File: src/rtl/d_sram_to_sram_like_pkg.sv
// Shared definitions for the sram -> sram-like bridges (data side and instruction side).
package d_sram_to_sram_like_pkg;

  typedef enum logic [1:0] {
    IDLE = 2'd0,
    ADDR = 2'd1,
    DATA = 2'd2,
    DONE = 2'd3
  } state_t;

  localparam logic [1:0] SZ_BYTE = 2'd0;
  localparam logic [1:0] SZ_HALF = 2'd1;
  localparam logic [1:0] SZ_WORD = 2'd2;

endpackage

File: src/rtl/d_sram_to_sram_like.sv
// Data-side bridge: single-cycle SRAM access from the memory stage to a split
// req/addr_ok/data_ok transaction, stalling the pipeline until it completes.
module d_sram_to_sram_like
  import d_sram_to_sram_like_pkg::*;
#(
  parameter int ADDR_W = 32,
  parameter int DATA_W = 32
) (
  input  logic              clk,
  input  logic              rst,
  input  logic              cpu_en,
  input  logic [3:0]        cpu_wen,
  input  logic [1:0]        cpu_size,
  input  logic [ADDR_W-1:0] cpu_addr,
  input  logic [DATA_W-1:0] cpu_wdata,
  output logic [DATA_W-1:0] cpu_rdata,
  output logic              d_stall,
  input  logic              longest_stall,
  output logic              data_req,
  output logic              data_wr,
  output logic [1:0]        data_size,
  output logic [ADDR_W-1:0] data_addr,
  output logic [DATA_W-1:0] data_wdata,
  input  logic [DATA_W-1:0] data_rdata,
  input  logic              data_addr_ok,
  input  logic              data_data_ok
);

  state_t state;

  function automatic logic wen_legal(input logic [3:0] wen);
    case (wen)
      4'b1111, 4'b0011, 4'b1100,
      4'b0001, 4'b0010, 4'b0100, 4'b1000: return 1'b1;
      default:                            return 1'b0;
    endcase
  endfunction

  // Illegal patterns fall back to a word transfer; the assertion below flags them.
  function automatic logic [1:0] wen_to_size(input logic [3:0] wen);
    case (wen)
      4'b1111:                            return SZ_WORD;
      4'b0011, 4'b1100:                   return SZ_HALF;
      4'b0001, 4'b0010, 4'b0100, 4'b1000: return SZ_BYTE;
      default:                            return SZ_WORD;
    endcase
  endfunction

  assign data_req = (state == ADDR);

  always_comb begin
    d_stall = 1'b0;
    case (state)
      IDLE:    d_stall = cpu_en;
      ADDR:    d_stall = 1'b1;
      DATA:    d_stall = 1'b1;
      DONE:    d_stall = 1'b0;
      default: d_stall = 1'b0;
    endcase
  end

  always_ff @(posedge clk) begin
    if (rst) begin
      state      <= IDLE;
      cpu_rdata  <= '0;
      data_wr    <= 1'b0;
      data_size  <= SZ_BYTE;
      data_addr  <= '0;
      data_wdata <= '0;
    end else begin
      case (state)
        IDLE: begin
          if (cpu_en) begin
            data_wr    <= |cpu_wen;
            data_size  <= (|cpu_wen) ? wen_to_size(cpu_wen) : cpu_size;
            data_addr  <= cpu_addr;
            data_wdata <= cpu_wdata;
            state      <= ADDR;
          end
        end
        ADDR: begin
          if (data_addr_ok) begin
            if (data_data_ok) begin
              cpu_rdata <= data_rdata;
              state     <= DONE;
            end else begin
              state <= DATA;
            end
          end
        end
        DATA: begin
          if (data_data_ok) begin
            cpu_rdata <= data_rdata;
            state     <= DONE;
          end
        end
        DONE: begin
          // cpu_en is still high for the finished instruction; wait for the pipeline to move.
          if (!longest_stall) state <= IDLE;
        end
        default: state <= IDLE;
      endcase
    end
  end

  a_legal_wen: assert property (@(posedge clk) disable iff (rst)
    (state == IDLE && cpu_en && (|cpu_wen)) |-> wen_legal(cpu_wen));

  a_no_spurious_data_ok: assert property (@(posedge clk) disable iff (rst)
    (state == IDLE || state == DONE) |-> !data_data_ok);

endmodule

File: config.mk
export PLATFORM = sky130hd
export DESIGN_NAME = d_sram_to_sram_like
export DESIGN_NICKNAME = d
export VERILOG_FILES = /design/src/rtl/d_sram_to_sram_like_pkg.sv /design/src/rtl/d_sram_to_sram_like.sv
export SDC_FILE = /design/constraint.sdc
export NUM_CORES = 1
export LEC_CHECK = 0
export CAP_MARGIN = 30
export CORE_MARGIN = 1.5
export CORE_UTILIZATION = 34
export CTS_CLUSTER_SIZE = 20
export DETAILED_ROUTE_END_ITERATION = 8
export PLACE_DENSITY = 0.77
export SLEW_MARGIN = 20
export SYNTH_ARGS = -nofsm -noshare
export SYNTH_HDL_FRONTEND = slang
export SYNTH_SLANG_ARGS = --single-unit
File: constraint.sdc
create_clock -name clk -period 1.4 [get_ports clk]
set_input_delay 0.28 -clock clk [delete_from_list [all_inputs] [get_ports clk]]
set_output_delay 0.28 -clock clk [all_outputs]
set_load 0.01 [all_outputs]
# Word-level counts from Yosys, hierarchy flattened
# Cells that the tools add are included.
dict set report op_classes {
  mux 12
  n_reduce_logical 9
  n_eq_ne 13
}
# op count
set op_table {}
lappend op_table {{32-bit 2-to-1 mux} 2}
lappend op_table {{32-bit one-hot mux with 2 select lines} 1}
lappend op_table {{2-bit 2-to-1 mux} 5}
lappend op_table {{4-bit by 2-bit == test with 1-bit output, second input constant} 2}
lappend op_table {{4-bit == test, second input constant} 2}
lappend op_table {{2-bit one-hot mux with 4 select lines} 1}
lappend op_table {{4-bit OR reduction} 2}
lappend op_table {{2-bit inequality test, second input constant} 3}
lappend op_table {{2-bit == test, second input constant} 2}
lappend op_table {{4-bit by 1-bit == test with 1-bit output, second input constant} 1}
lappend op_table {{4-bit by 3-bit == test with 1-bit output, second input constant} 1}
lappend op_table {{2-bit one-hot mux with 2 select lines} 1}
lappend op_table {{2-bit AND reduction} 2}
lappend op_table {{4-bit AND reduction} 1}
lappend op_table {{2-bit OR reduction} 2}
lappend op_table {{1-bit one-hot mux with 3 select lines} 1}
lappend op_table {{2-bit by 1-bit == test with 1-bit output, second input constant} 1}
lappend op_table {{2-bit zero test} 1}
lappend op_table {{2-bit by 1-bit inequality test with 1-bit output, second input constant} 1}
lappend op_table {{2-bit nonzero test} 1}
lappend op_table {{1-bit 2-to-1 mux} 1}
dict set report totals {
  regBits 101
  input_bits 108
  elab_cells 40
  out_inout_bits 101
}

# Logic depth before layout (Yosys ltp)
# Gate-level depths: netlist of run 1.
dict set report depth {
  depth_word 4
  ltp_mapped 8
  depth_no_buf 6
}

# Worst setup path after synthesis of run 1
# Ideal clock, no wire load.
dict set report synth_path {
  path_type {flip-flop to flip-flop}
  start {register state[1]}
  end {register state[0]}
  stages_incl_launch_ff 7
  path_buffers 0
  period_less_slack_ns 1.434
  arrival_ns 1.347
  setup_time_ns 0.087
  slack_ns -0.034
  cell_sequence {dfxtp_1 inv_1 ha_1 nand2b_4 o2111ai_2 or3_1 o31ai_1}
}
dict set report synth_between {
  elab_chain_len 3
  elab_cells_between_ends 10
  classes_between {7 x eq/ne; 1 x mux; 2 x reduce/logical}
}
# element line_no
set synth_lines {}
lappend synth_lines {{start: declaration} d_sram_to_sram_like.sv:29} ;# state_t state;
lappend synth_lines {{start signal: assignment} d_sram_to_sram_like.sv:64} ;# state <= IDLE;
lappend synth_lines {{start signal: assignment} d_sram_to_sram_like.sv:78} ;# state <= ADDR;
lappend synth_lines {{start signal: assignment} d_sram_to_sram_like.sv:85} ;# state <= DONE;
lappend synth_lines {{2-bit by 1-bit == test with 1-bit output *} --}
lappend synth_lines {{named net data_req} d_sram_to_sram_like.sv:19} ;# output logic data_req,
lappend synth_lines {{2-bit by 1-bit inequality test with 1-bit output (no line)} --}
lappend synth_lines {{4-bit AND reduction (no line)} --}
# Mark *: on every way through the listed nets, which the timed path passes. The rest lies on a longest branch.
# A chain may end at the register's enable or synchronous reset.

# Worst setup path after layout of run 1
dict set report layout_path {
  start {register state[1]}
  end {output d_stall}
}
dict set report layout_between {
  elab_chain_len 3
  elab_cells_between_ends 6
  classes_between {3 x eq/ne; 1 x mux; 2 x reduce/logical}
}
# element line_no
set layout_lines {}
lappend layout_lines {{2-bit by 1-bit == test with 1-bit output or 2-bit == test (tied branches)} d_sram_to_sram_like.sv:53} ;# case (state)
lappend layout_lines {{2-bit OR reduction (no line)} --}
lappend layout_lines {{1-bit one-hot mux with 3 select lines *} d_sram_to_sram_like.sv:53}
lappend layout_lines {{end: declaration} d_sram_to_sram_like.sv:17} ;# output logic d_stall,
# Mark *: on every way between the ends. The rest lies on a longest branch, timed or not.

==> flow_summary.ini, run 1 <==
[die]
io_pins = 209
die_w_um = 107
start_util_pct = 35.4
std_cell_rows = 37
core-area_um2 = 10400
die-area_um2 = 11500
die_h_um = 107

[final_layout]
syn_to_final_growth_pct = 73.8
nNetsFinal = 785
fin_util_pct = 61.5
final_layout_size_suffix_gt1_share_pct = 14.0
n_antenna_cell = 0
final_common_cell = nand2_1
final_cells = 813
final_cell_mix = 180 x nand2_1, 106 x clkdlybuf4s50_1, 99 x dfxtp_1, 99 x dlygate4sd2_1, 78 x a21oi_1

[sta]
worst_slack_ns = -0.260
setup_viol = 36
tightestPinTransition_ns = 0.304
final_max_slew_viol_count = 0
min_period_over_period_pct = 119
fin_crit_ns = 1.66
slew_headroom_pct = 79.7
rsz0062_at_grt = true
fin_skew_ns = 0.0105
hold_violations = 0
fmax_mhz = 602

[logic_synthesis]
synth_area_um2 = 3680
synthTopCellsByArea = dfxtp_1 55%, nand2_1 20%, a21oi_1 13%
netlist_instances = 459
syn_nets = 572
yosys_warnings = 0
avgSynthCellArea_um2 = 8.03
ys_ff_latch = 101
yosys.area.top_type = dfxtp_1
ys_seq_area_share_pct = 54.9
synthDominantCellAreaShare_pct = 54.9
synth_cell_types = 26

[place]
dp_hpwl_um = 7830
io_buffers = 208
place_inst = 790
gp_congestion = 0.749

[global_route]
antenna_found_initial = 0
grt_usage_pct = 19.5
grt_pass1_wl_um = 17900
grt_max_degree = 56
grt_pass1_vias = 3825
grt-ovfl-total = 0

[clock_network]
hold_buffers = 0
clk_path_buf_depth = 2
clkTransAtPathRegs_ns = 0.09
cts_tree = done
root_buffer = clkbuf_8
cts_made_buffers = 9
clock_sinks = 101
htreeDepth = 3
clock_latency_ns = 0.35

[critical_path]
start_kind = flip-flop
crit_family = flip-flops
worst-path-buf-inv = 2
max_stage_delay_ns = 0.36
required_ns = 1.12
cp_data_arrival_time_ns = 1.38
crit_fanout = 3
crit_chain = inv_4 > ha_4 > mux2_4 > buf_6
r2r_cells = 9
crit_slowest_cell = dfxtp_2
worst-path-stages = 4
crit_type = reg -> out
endpoint_kind = primary output

[drt]
routedWlPerCell_um = 14.3
routed_wl_um = 11700
via_per_inst = 4.71
dr.first_iter.drc_count = 181
vias = 3829
ant_nets = 0
drtPass1Iterations = 4
drc = 0

[pwr]
powerDensity_nw_per_um2 = 1530
peakVddDrop_mv = 0.807
p_leak_uw = 0.00283

[hold_path]
worstHoldPathCells = 3
hp-class = in -> reg

[status]
violations = setup timing
status = finished with violations

[flow_run]
cap_violations = 0
==> repair_timing <==
item / 4_1_cts / 5_1_grt
cloned: 3 / 1
setup endpoints to repair: 194 / 47
pin swaps: 3 / 14
setup buffers: 4 / 1
resized for setup: 135 / 48
==> Yosys cell counts, drive strengths merged <==
cell and instances:
and2 1, a21oi 98, o2111ai 1, nand2b 2
nand3 2, buf 24, mux2i 1, a311oi 2
clkbuf 9, mux2 1, ha 5, o31ai 1
a31oi 1, or3 1, nor4 1, inv 3
nand2 196, nor2 6, dfxtp 101, o22ai 1
and3 1, a211oi 1
==> routing by layer <==
metal | vias to the layer above | track usage (%) | wire length [um]
li1 | 1905 | - | -
met1 | 1764 | 21.8 | 4580
met2 | 142 | 35.2 | 5980
met3 | 18 | 5.65 | 880
met4 | 0 | 6.19 | 221
met5 | - | 0 | 0
==> worst reg2reg max path, stage by stage, from the launching register on <==
cell	delay, ns
dfxtp_2	0.36
inv_4	0.05
buf_4	0.14
ha_4	0.15
buf_4	0.13
nand2b_4	0.09
and3_4	0.27
buf_12	0.17
nand2_4	0.06
a21oi_2	0.15
==> cell type report <==
type,instances,area [um2]
clock buffer,12,145
clock inverter,4,32.5
sequential,101,2020
timing repair buffer,235,2310
fill,931,4010
multi-input combinational,322,1710
inverter,3,16.3
tap,136,170
==> final timing paths <==
path / from / end / slack (ns)
worst max-delay path: state[1] / d_stall / -0.26
worst min-delay path: rst / state[0] / 0.27
worst max register to register: state[1] / cpu_rdata[0] / -0.25
worst min register to register: data_wdata[30] / data_wdata[30] / 0.45
==> state kept, by name, indices dropped and copies added, names as in the netlist <==
signal	count
cpu_rdata	32
data_wr	1
data_addr	32
data_size	2
data_wdata	32
state	2
==> power by group <==
group	internal [uW]	switching [uW]
Clock	708	1000
Combinational	2130	2260
Sequential	3440	269
==> cell families (layout without fill, tap and decap cells) <==
kind of cell	Yosys count	in the layout	share of synthesized area, %
adders and majority gates	5	5	1.70
and+or+nand+nor	210	210	22.5
buffers and inverters	36	254	5.40
DFF	101	101	54.9
AOI/OAI and AO/OA	105	105	14.9
muxes	2	2	0.577
==> per-stage QoR <==
step | worst slack [ns] | total power (uW) | hold WS (ns) | TNS, ns | cell area (um2)
after floorplan | 0.00449 | 5690 | 0.416 | 0 | 3690
after global placement | -0.407 | 7560 | 0.441 | -14.02 | 5980
after detailed placement | -0.414 | 7690 | 0.447 | -19.29 | 5980
after CTS | -0.277 | 9590 | 0.242 | -6.47 | 6240
after global routing | -0.312 | 10500 | 0.265 | -9.30 | 6400
final | -0.260 | 9800 | 0.267 | -6.99 | 6400
(Power assumes the default switching activity.)
==> inputs of run 2 (changes only) <==
Settings changed: ABC_AREA set to 1, CORE_UTILIZATION 34 to 38, PLACE_DENSITY 0.77 to 0.81.
Clock period 1.4 ns to 1.6 ns, I/O delays scaled along.
==> run 2 against run 1 <==
Net effect: the flow now finishes without violations; power shrank 0.25%; sequential power shrank 2%; global-route usage grew 0.96 points; hold slack gained 0.22 ns; area after synthesis grew 0.65%; utilization grew 6.5 points; wire length shrank 6.1%; count of clock-buffer cells in the layout shrank 1; via count shrank 1.4%; clock power is essentially flat; critical path type unchanged.
==> flow_summary.ini, run 2 <==
[die]
die_w_um = 102
start_util_pct = 39.7
die-area_um2 = 10400
io_pins = 209
die_h_um = 102
core-area_um2 = 9330
std_cell_rows = 35

[sta]
fmax_mhz = 627
final_max_slew_viol_count = 0
worst_slack_ns = 0.00439
hold_violations = 0
setup_viol = 0
tightestPinTransition_ns = 0.335
fin_skew_ns = 0.0174
fin_crit_ns = 1.60
min_period_over_period_pct = 99.7
fin_setup_tns_ns = 0
rsz0062_at_grt = true
slew_headroom_pct = 77.6

[logic_synthesis]
yosys_warnings = 0
yosys.area.top_type = dfxtp_1
avgSynthCellArea_um2 = 7.76
synth_edf_count = 0
synthDominantCellAreaShare_pct = 54.5
syn_nets = 591
ys_seq_area_share_pct = 54.5
ys_ff_latch = 101
synth_common_cells = 199 x nor2_1, 101 x dfxtp_1, 86 x o21ai_0, 18 x nand2_1, 14 x o21ai_1
ys.flop_type = dfxtp_1
synthTopCellsByArea = dfxtp_1 55%, nor2_1 20%, o21ai_0 12%
synthArstFlopShare_pct = 0
post-synth-top-count-cell = nor2_1
synth_cell_types = 23
synth_area_um2 = 3710
netlist_instances = 478

[pwr]
peakVddDrop_mv = 0.791
p_total_uw = 9780
powerDensity_nw_per_um2 = 1540
switchingPower_uw = 3420
combPwrFrac_pct = 45.4
switching_share_pct = 35.0
power_frac_seq_pct = 37.2
p_int_uw = 6350
p_leak_uw = 0.00341
clkPwrFrac_pct = 17.4

[final_layout]
reg_top3 = cpu_rdata (32), data_addr (32), data_wdata (32)
n_antenna_cell = 0
final_layout_size_suffix_gt1_share_pct = 7.68
final_common_cell = nor2_1
final_cell_mix = 198 x nor2_1, 143 x clkdlybuf4s50_1, 99 x dfxtp_1
fin_util_pct = 68.0
final_cells = 819
syn_to_final_growth_pct = 71.1
nNetsFinal = 798
fill_cells = 744

[place]
place_inst = 801
io_buffers = 208
gp_congestion = 0.771
dp_hpwl_um = 8160
pre_cts_ws_ns = -0.243

[critical_path]
crit_chain = inv_4 > ha_4 > nor2_4 > a21oi_2 > buf_2
max_stage_delay_ns = 0.36
crit_type = reg -> out
crit_fanout = 3
endpoint_kind = primary output
crit_slowest_cell = dfxtp_2
required_ns = 1.28
cp_data_arrival_time_ns = 1.28
start_kind = flip-flop

[drt]
routedWlPerCell_um = 13.4
dr.first_iter.drc_count = 46
ant_nets = 0
vias = 3775
drc = 0
routed_wl_um = 11000
via_per_inst = 4.61
drtPass1Iterations = 4

[clock_network]
hold_buffers = 0
clk_path_buf_depth = 2
cts_made_buffers = 9
htreeDepth = 3
cts_tree = done
root_buffer = clkbuf_8
clock_latency_ns = 0.35
clkTransAtPathRegs_ns = 0.09
clock_sinks = 101

[status]
status = complete, no violations

[global_route]
grt_pass1_vias = 3724
antenna_found_initial = 0
grt_pass1_wl_um = 16800
grt_usage_pct = 20.4
grt_max_degree = 68
grt-ovfl-total = 0

[hold_path]
hp-class = reg -> reg

[flow_run]
cap_violations = 0
==> run 2: cell count changes in the layout (fill, tap and decap cells not counted), moves of 4 or more <==
cell	change
nor2_1	+192
nand2_1	-163
dlygate4sd2_1	-97
o21ai_0	+81
a21oi_1	-77
dlymetal6s2s_1	+61
clkdlybuf4s50_1	+37
o21ai_1	+19
a21oi_2	-18
nand2_4	-10
inv_1	+7
nand2_2	-4
==> run 2: metal layers <==
metal / vias up / part of all wire [%] / track usage [%]
li1: 1928 / - / -
met2: 126 / 53 / 38.8
met1: 1711 / 39 / 21.3
met4: 0 / 1.3 / 7.37
met5: - / 0 / 0
met3: 10 / 7.2 / 5.59
==> run 2: layout make-up <==
type | instances | area, um2 | area share (%)
Timing Repair Buffer | 226 | 2410 | 37.9
Sequential cell | 101 | 2020 | 31.9
Multi-Input combinational cell | 334 | 1480 | 23.4
Tap cell | 129 | 161 | 2.54
Clock buffer | 11 | 151 | 2.39
Clock inverter | 5 | 63.8 | 1.01
Inverter | 13 | 53.8 | 0.848
==> run 2: cells by family (layout without fill, tap and decap cells) <==
group / count (synthesis) / count (layout) / share of synthesized area, %
compound gates: 103 / 103 / 14.0
buf+inv: 43 / 255 / 6.24
flops: 101 / 101 / 54.5
fa+ha+maj: 5 / 5 / 1.69
simple gates: 226 / 226 / 23.5
==> run 2: path summary, 6_finish.rpt <==
| path | from | endpoint | slack [ns] | cells after the start |
|---|---|---|---|---|
| max | state[1] | d_stall | 0.004 | 5 |
| min reg2reg | data_wdata[24] | data_wdata[24] | 0.49 | 2 |
| min | data_wdata[24] | data_wdata[24] | 0.49 | 2 |
| max reg2reg | state[1] | cpu_rdata[19] | 0.09 | 8 |
==> run 2: metrics by stage <==
stage                     cell area [um2]  hold WS, ns
after global routing                 6340        0.503
after detailed placement             5940        0.471
final                                6340        0.486
after CTS                            6170        0.493
after floorplan                      3710        0.382
after global placement               5940        0.463
==> run 2: worst max-delay path, delay by kind of cell (launching register included) <==
kind	cells	cell delay (ns)
AOI/OAI and AO/OA	1	0.08
adders and majority gates	1	0.28
DFF	1	0.36
and+or+nand+nor	1	0.04
buffers and inverters	2	0.18
==> run 2: repair_timing <==
| item | 4_1_cts | 5_1_grt |
|---|---|---|
| setup endpoints to repair | 4 | 64 |
| pin swaps | 2 | 1 |
| setup buffers | 1 | 1 |
| gates resized for setup | 18 | 69 |
==> run 2: power groups by stage <==
stage               sequential [uW]  clock (uW)  combinational, uW
finish                         3640        1700               4440
global route                   3720        1830               4900
detailed placement             3700           0               4450
floorplan                      4030           0               1810
CTS                            3650        1750               4500
global placement               3650           0               4320
